==> src/rtl/mips_ctrl_pkg.sv <==
// ---------------------------------------------------------------------------
// mips_ctrl_pkg
// Shared constants for the multicycle MIPS control unit: FSM state codes,
// opcode and funct encodings, ALU control codes and the internal alu_op
// selector that the main FSM hands to the ALU decoder.
// ---------------------------------------------------------------------------
package mips_ctrl_pkg;

   localparam int OPW   = 6;
   localparam int FNW   = 6;
   localparam int ALUCW = 4;

   typedef logic [3:0] state_t;

   // FSM state codes (also visible on state_o)
   localparam logic [3:0] S_IDLE   = 4'd0;
   localparam logic [3:0] S_FETCH  = 4'd1;
   localparam logic [3:0] S_DECODE = 4'd2;
   localparam logic [3:0] S_MEMADR = 4'd3;
   localparam logic [3:0] S_MEMRD  = 4'd4;
   localparam logic [3:0] S_MEMWB  = 4'd5;
   localparam logic [3:0] S_MEMWR  = 4'd6;
   localparam logic [3:0] S_EXEC   = 4'd7;
   localparam logic [3:0] S_ALUWB  = 4'd8;
   localparam logic [3:0] S_BRANCH = 4'd9;
   localparam logic [3:0] S_ADDIEX = 4'd10;
   localparam logic [3:0] S_ADDIWB = 4'd11;
   localparam logic [3:0] S_JUMP   = 4'd12;

   // Opcodes
   localparam logic [5:0] OP_RTYPE = 6'b000000;
   localparam logic [5:0] OP_LW    = 6'b100011;
   localparam logic [5:0] OP_SW    = 6'b101011;
   localparam logic [5:0] OP_BEQ   = 6'b000100;
   localparam logic [5:0] OP_ADDI  = 6'b001000;
   localparam logic [5:0] OP_J     = 6'b000010;

   // R-type funct codes
   localparam logic [5:0] F_ADD = 6'b100000;
   localparam logic [5:0] F_SUB = 6'b100010;
   localparam logic [5:0] F_AND = 6'b100100;
   localparam logic [5:0] F_OR  = 6'b100101;
   localparam logic [5:0] F_SLT = 6'b101010;

   // ALU control codes
   localparam logic [3:0] ALU_AND = 4'b0000;
   localparam logic [3:0] ALU_OR  = 4'b0001;
   localparam logic [3:0] ALU_ADD = 4'b0010;
   localparam logic [3:0] ALU_SUB = 4'b0110;
   localparam logic [3:0] ALU_SLT = 4'b0111;

   // alu_op: what the FSM asks of the ALU decoder
   localparam logic [1:0] ALUOP_ADD   = 2'b00;
   localparam logic [1:0] ALUOP_SUB   = 2'b01;
   localparam logic [1:0] ALUOP_FUNCT = 2'b10;

endpackage

==> src/rtl/alu_decoder.sv <==
// ---------------------------------------------------------------------------
// alu_decoder
// Combinational ALU control decode.
//   alu_op        in  2   00=ADD, 01=SUB, 10=decode funct
//   funct         in  FNW instr[5:0]
//   alu_control   out ALUCW  ALU operation code
//   illegal_funct out 1   funct is not a supported R-type operation
//                         (only meaningful when alu_op=10)
// ---------------------------------------------------------------------------
module alu_decoder
   import mips_ctrl_pkg::*;
#(
   parameter int FNW   = mips_ctrl_pkg::FNW,
   parameter int ALUCW = mips_ctrl_pkg::ALUCW
) (
   input  logic [1:0]       alu_op,
   input  logic [FNW-1:0]   funct,
   output logic [ALUCW-1:0] alu_control,
   output logic             illegal_funct
);

   always_comb begin
      alu_control   = ALU_ADD;
      illegal_funct = 1'b0;
      case (alu_op)
         ALUOP_ADD: alu_control = ALU_ADD;
         ALUOP_SUB: alu_control = ALU_SUB;
         ALUOP_FUNCT: begin
            case (funct)
               F_ADD:   alu_control = ALU_ADD;
               F_SUB:   alu_control = ALU_SUB;
               F_AND:   alu_control = ALU_AND;
               F_OR:    alu_control = ALU_OR;
               F_SLT:   alu_control = ALU_SLT;
               default: begin
                  // unsupported funct: keep the harmless ADD code
                  alu_control   = ALU_ADD;
                  illegal_funct = 1'b1;
               end
            endcase
         end
         default: alu_control = ALU_ADD;
      endcase
   end

endmodule

==> src/rtl/multicycle_control.sv <==
// ---------------------------------------------------------------------------
// multicycle_control
// Moore FSM sequencing the multicycle MIPS datapath (PC, memory, IR,
// register file, shared ALU) through fetch/decode/execute/memory/writeback.
// Ports:
//   clk, reset          clock (rising edge), asynchronous active-high reset
//   opcode, funct       instruction fields from the instruction register
//   zero                ALU zero flag (same cycle, used for beq)
//   pc_en               PC load = pc_write | (branch & zero)
//   iord                memory address select 0=PC, 1=ALUOut
//   mem_write, ir_write memory write strobe, instruction register load
//   reg_dst, mem_to_reg register write destination / data selects
//   reg_write           register file write
//   alu_src_a/_b        ALU operand selects
//   pc_src              next-PC select 00=ALU, 01=ALUOut, 10=jump target
//   alu_control         ALU operation code
//   illegal_op          one-cycle pulse on unsupported opcode or funct
//   state_o             current state for debug
// ---------------------------------------------------------------------------
module multicycle_control
   import mips_ctrl_pkg::*;
#(
   parameter int OPW   = mips_ctrl_pkg::OPW,
   parameter int FNW   = mips_ctrl_pkg::FNW,
   parameter int ALUCW = mips_ctrl_pkg::ALUCW
) (
   input  logic             clk,
   input  logic             reset,
   input  logic [OPW-1:0]   opcode,
   input  logic [FNW-1:0]   funct,
   input  logic             zero,
   output logic             pc_en,
   output logic             iord,
   output logic             mem_write,
   output logic             ir_write,
   output logic             reg_dst,
   output logic             mem_to_reg,
   output logic             reg_write,
   output logic             alu_src_a,
   output logic [1:0]       alu_src_b,
   output logic [1:0]       pc_src,
   output logic [ALUCW-1:0] alu_control,
   output logic             illegal_op,
   output logic [3:0]       state_o
);

   state_t     state_reg;
   state_t     state_next;
   logic       pc_write;
   logic       branch;
   logic [1:0] alu_op;
   logic       illegal_funct;

   alu_decoder #(
      .FNW   (FNW),
      .ALUCW (ALUCW)
   ) u_alu_decoder (
      .alu_op        (alu_op),
      .funct         (funct),
      .alu_control   (alu_control),
      .illegal_funct (illegal_funct)
   );

   always_ff @(posedge clk or posedge reset) begin
      if (reset) state_reg <= S_IDLE;
      else       state_reg <= state_next;
   end

   // Output decode and next-state logic. Every state that is not listed
   // (including the unused codes 13-15) falls back to all-zero outputs,
   // ADD on the ALU, and a return to FETCH.
   always_comb begin
      state_next = S_FETCH;
      pc_write   = 1'b0;
      branch     = 1'b0;
      iord       = 1'b0;
      mem_write  = 1'b0;
      ir_write   = 1'b0;
      reg_dst    = 1'b0;
      mem_to_reg = 1'b0;
      reg_write  = 1'b0;
      alu_src_a  = 1'b0;
      alu_src_b  = 2'b00;
      pc_src     = 2'b00;
      alu_op     = ALUOP_ADD;
      illegal_op = 1'b0;
      case (state_reg)
         S_IDLE: state_next = S_FETCH;
         S_FETCH: begin
            alu_src_b  = 2'b01;
            ir_write   = 1'b1;
            pc_write   = 1'b1;
            state_next = S_DECODE;
         end
         S_DECODE: begin
            // precompute branch target into ALUOut
            alu_src_b = 2'b11;
            case (opcode)
               OP_RTYPE:     state_next = S_EXEC;
               OP_LW, OP_SW: state_next = S_MEMADR;
               OP_BEQ:       state_next = S_BRANCH;
               OP_ADDI:      state_next = S_ADDIEX;
               OP_J:         state_next = S_JUMP;
               default: begin
                  illegal_op = 1'b1;
                  state_next = S_FETCH;
               end
            endcase
         end
         S_MEMADR: begin
            alu_src_a  = 1'b1;
            alu_src_b  = 2'b10;
            // only lw/sw reach this state, so anything not lw is sw
            state_next = (opcode == OP_LW) ? S_MEMRD : S_MEMWR;
         end
         S_MEMRD: begin
            iord       = 1'b1;
            state_next = S_MEMWB;
         end
         S_MEMWB: begin
            mem_to_reg = 1'b1;
            reg_write  = 1'b1;
         end
         S_MEMWR: begin
            iord      = 1'b1;
            mem_write = 1'b1;
         end
         S_EXEC: begin
            alu_src_a = 1'b1;
            alu_op    = ALUOP_FUNCT;
            if (illegal_funct) begin
               // abandon the instruction before any writeback
               illegal_op = 1'b1;
               state_next = S_FETCH;
            end else begin
               state_next = S_ALUWB;
            end
         end
         S_ALUWB: begin
            reg_dst   = 1'b1;
            reg_write = 1'b1;
         end
         S_BRANCH: begin
            alu_src_a = 1'b1;
            alu_op    = ALUOP_SUB;
            pc_src    = 2'b01;
            branch    = 1'b1;
         end
         S_ADDIEX: begin
            alu_src_a  = 1'b1;
            alu_src_b  = 2'b10;
            state_next = S_ADDIWB;
         end
         S_ADDIWB: reg_write = 1'b1;
         S_JUMP: begin
            pc_src   = 2'b10;
            pc_write = 1'b1;
         end
         default: state_next = S_FETCH;
      endcase
   end

   assign pc_en   = pc_write | (branch & zero);
   assign state_o = state_reg;

endmodule

==> config.mk <==
export PLATFORM = sky130hd
export DESIGN_NAME = multicycle_control
export DESIGN_NICKNAME = d
export VERILOG_FILES = /design/src/rtl/mips_ctrl_pkg.sv /design/src/rtl/alu_decoder.sv /design/src/rtl/multicycle_control.sv
export SDC_FILE = /design/constraint.sdc
export NUM_CORES = 1
export LEC_CHECK = 0
export CAP_MARGIN = 20
export CORE_MARGIN = 2
export CORE_UTILIZATION = 38
export DETAILED_ROUTE_END_ITERATION = 7
export PLACE_DENSITY = 0.78
export SYNTH_ARGS = -nofsm -noshare
export SYNTH_HDL_FRONTEND = slang
export SYNTH_HIERARCHICAL = 1
export SYNTH_SLANG_ARGS = --single-unit
==> constraint.sdc <==
create_clock -name clk -period 2.95 [get_ports clk]
set_input_delay 0.885 -clock clk [delete_from_list [all_inputs] [get_ports clk]]
set_output_delay 0.885 -clock clk [all_outputs]
set_load 0.01 [all_outputs]
==> out/summary.json <==
{
  "status": {
    "status": "completed"
  },
  "yosys": {
    "seq_area_frac_synth_pct": 14.8,
    "synth_compound_area_share_pct": 28.0,
    "synth.cells.most_frequent": "9 x sky130_fd_sc_hd__nor2_1, 5 x sky130_fd_sc_hd__buf_2, 5 x sky130_fd_sc_hd__inv_1, 5 x sky130_fd_sc_hd__nand2b_1, 5 x sky130_fd_sc_hd__nor3_1",
    "synthDistinctLibCells": 44,
    "post_synth_main_area_contributors": "sky130_fd_sc_hd__dfrtp_1 15%, sky130_fd_sc_hd__nor2_1 5.0%, sky130_fd_sc_hd__nand2b_1 4.6%",
    "yosys.area_share.simple_pct": 33.9,
    "post-synth-top-area-cell": "sky130_fd_sc_hd__dfrtp_1",
    "synth_top_cell_area_share_pct": 14.8,
    "synth-adder-area-share_pct": 5.19,
    "syn_area_per_cell_um2": 7.51,
    "synth_fp_nets": 107,
    "synth-async-reset-ratio_pct": 100,
    "post-synth-top-count-cell": "sky130_fd_sc_hd__nor2_1",
    "postSynthCellCount": 90,
    "synth.ff_latch_count": 4,
    "synthesis.yosys.warnings": 6,
    "synth_xor_xnor_area_share_pct": 2.59,
    "synth.mux.area_fraction_pct": 2.96,
    "synth-edff-count": 0,
    "synthesis.area_um2": 676,
    "synth_ff_type": "sky130_fd_sc_hd__dfrtp_1",
    "combinational_family_with_the_most_area_after_synthesis": "simple AND/OR/NAND/NOR gates"
  },
  "timing": {
    "setup-tns-final_ns": 0,
    "setup_repair_after_global_routing_missed_its_margin": "yes",
    "timing.final.ws_setup_ns": 0.00277,
    "fmaxAchievable_ghz": 0.339,
    "clock-skew-final_ns": 0.00763,
    "drv_slew": 0,
    "timing.final.hold_violations": 0,
    "fin_crit_ns": 2.95,
    "whs_ns": 0.595,
    "layout_worst_path_cycle_share_pct": 99.9,
    "finalSetupViolations": 0
  },
  "finish": {
    "insertedDiodeCount": 0,
    "finalNetCount": 157,
    "largest_reg_flops": 4,
    "area_growth_pct": 71.3,
    "final_cells": 163,
    "layout_cells_sized_above_1_pct": 25.4
  },
  "global_routing": {
    "grt-ovfl-total": 0,
    "total_global_routing_track_utilization_pct": 22.2,
    "grt_pass1_vias": 880,
    "grt_antenna_before_repair": 0,
    "grt_max_degree": 19,
    "first_pass_grt_wire_length_mm": 3.44
  },
  "critical_path": {
    "startpoint": "opcode[2]",
    "critical_path.slowest_cell": "sky130_fd_sc_hd__clkdlybuf4s50_1",
    "regToRegEndpoint": "state_o[0]",
    "arrival_ns": 2.06,
    "timing.setup.critical_path_class": "primary input to primary output",
    "cp_max_fo": 2,
    "endpoint_kind": "primary output",
    "reg2reg_slack_ns": 1.14,
    "timing.critical_path.cells": "clkdlybuf4s50_1 > maj3_1 > nor3_1 > o22ai_1 > buf_2",
    "reg2reg_depth": 11,
    "crit_path_largest_cell_delay_ns": 0.43,
    "setup.worst_path.end": "illegal_op",
    "crit_path_start_kind": "primary input",
    "rr_startpoint": "state_o[1]",
    "timing.critical_path.required_ns": 2.07
  },
  "floorplanning": {
    "fp-row-count": 15,
    "starting_utilization_of_the_core_area_pct": 39.6,
    "die_w_um": 46.2,
    "die_height_um": 46.2,
    "fp.coreArea_mm2": 0.00171,
    "floorplan.io_pins": 36,
    "floorplan.die_area_mm2": 0.00213
  },
  "routing": {
    "via_density_per_instance": 5.31,
    "wl_per_instance_um": 13.1,
    "drt_drc_violations_left": 0,
    "route.final.wire_length_mm": 2.13,
    "drt_pass1_iterations": 4,
    "detailroute.via_count": 866,
    "ant_nets": 0,
    "drt_iter0_markers": 8
  },
  "power_and_ir_drop": {
    "ir_worst_vdd_mv": 0.360,
    "totalPowerFinal_uw": 818,
    "power.internal_uw": 452,
    "p_sw_uw": 366,
    "power.clock.fraction_pct": 8.4,
    "seq_power_share_pct": 12.2,
    "sw_frac_of_total_pct": 44.7,
    "power_leakage_nw": 0.505,
    "power_density_mw_per_mm2": 706,
    "comb_power_share_pct": 79.3
  },
  "hold_path": {
    "worst_hold_path_type": "register to register",
    "worst_hold_startpoint": "state_o[1]"
  },
  "clocking": {
    "ctsRootBufferMaster": "sky130_fd_sc_hd__clkbuf_4",
    "cts.sink_count": 4,
    "hold_buffers": 0,
    "clk_latency_ns": 0.24,
    "worst_setup_hold_path_clk_slew_ns": 0.03,
    "cts_made_buffers": 3,
    "cts.htree.levels": 1,
    "tritoncts": "built",
    "clockBufferDepth": 2
  },
  "place": {
    "globalplace.congestion": 0.826,
    "dpl_worst_slack_ns": -0.556,
    "dp_cells": 160,
    "placement.io_buffers": 34,
    "place_hpwl_mm": 1.71
  },
  "flow_run": {
    "drv_cap": 0
  }
}
## stage by stage
| stage | util (%) | instance area (um2) |
|---|---|---|
| 2_1_floorplan | - | 676 |
| 3_3_place_gp | 66.7 | 1140 |
| 3_5_place_dp | 66.7 | 1140 |
| 4_1_cts | 67.6 | 1150 |
| 5_1_grt | 67.8 | 1160 |
| 6_report | 67.8 | 1160 |
## critical path, delay by kind of cell
kind            cells  cell delay (ns)
fa+ha+maj           1             0.38
simple gates        1             0.14
compound gates      1             0.09
buf+inv             2             0.58
## cell usage in the layout, fill, tap and decap left out, drive strengths merged, types with 2 or more instances in the layout
cell,count
clkdlybuf4s50,26
buf,22
nor2,9
inv,8
nand2b,5
nor3,5
dlygate4sd2,4
dfrtp,4
nor2b,4
o21ai,4
o211ai,4
clkbuf,3
nand2,2
xor2,2
a21o,2
or3,2
mux2i,2
and4bb,2
ha,2
nor3b,2
a31oi,2
## what timing repair did
item | in CTS | in global routing
gates resized for setup | 14 | 8
buffers inserted | 0 | 0
pin swaps | 1 | 1
endpoints found under the setup margin | 5 | 3
## power by group through the flow
stage                     registers (mW)  logic, mW  clock network, mW
final                              0.100      0.649             0.0689
after global routing               0.101      0.712             0.0739
after CTS                         0.0994      0.646             0.0702
after detailed placement          0.0969      0.659                  0
after global placement            0.0961      0.653                  0
after floorplan                    0.104      0.346                  0
## how the worst min path moves through the flow
| stage | to | slack (ns) | cells after the start |
|---|---|---|---|
| floorplan | state_o[0] | 0.65 | 1 |
| global placement | state_o[3] | 0.58 | 2 |
| detailed placement | state_o[3] | 0.59 | 2 |
| CTS | state_o[3] | 0.59 | 2 |
| global route | state_o[3] | 0.65 | 2 |
| finish | state_o[3] | 0.60 | 2 |
## cell type report
class / instances / area (um2)
flip-flops and latches: 4 / 100
inverters: 8 / 30.0
clock buffers: 3 / 22.5
multi-input cells: 70 / 510
repair buffers: 53 / 463
fillers: 157 / 551
well taps: 25 / 31.3
## cell families after synthesis
family	count (synthesis)
buffers and inverters	16
and+or+nand+nor	37
other	1
DFF	4
xor gates and xnor gates	2
adders and majority gates	3
muxes	2
AOI/OAI and AO/OA	25
## metal layers
| metal | vias up | global-route usage [%] | share of wire [%] |
|---|---|---|---|
| li1 | 426 | - | - |
| met1 | 417 | 22.1 | 38 |
| met2 | 23 | 45.0 | 58 |
| met3 | 0 | 3.92 | 3.5 |
| met4 | 0 | 6.29 | 0 |
| met5 | - | 0 | 0 |
No activity file was read; power rests on OpenSTA's default activity.
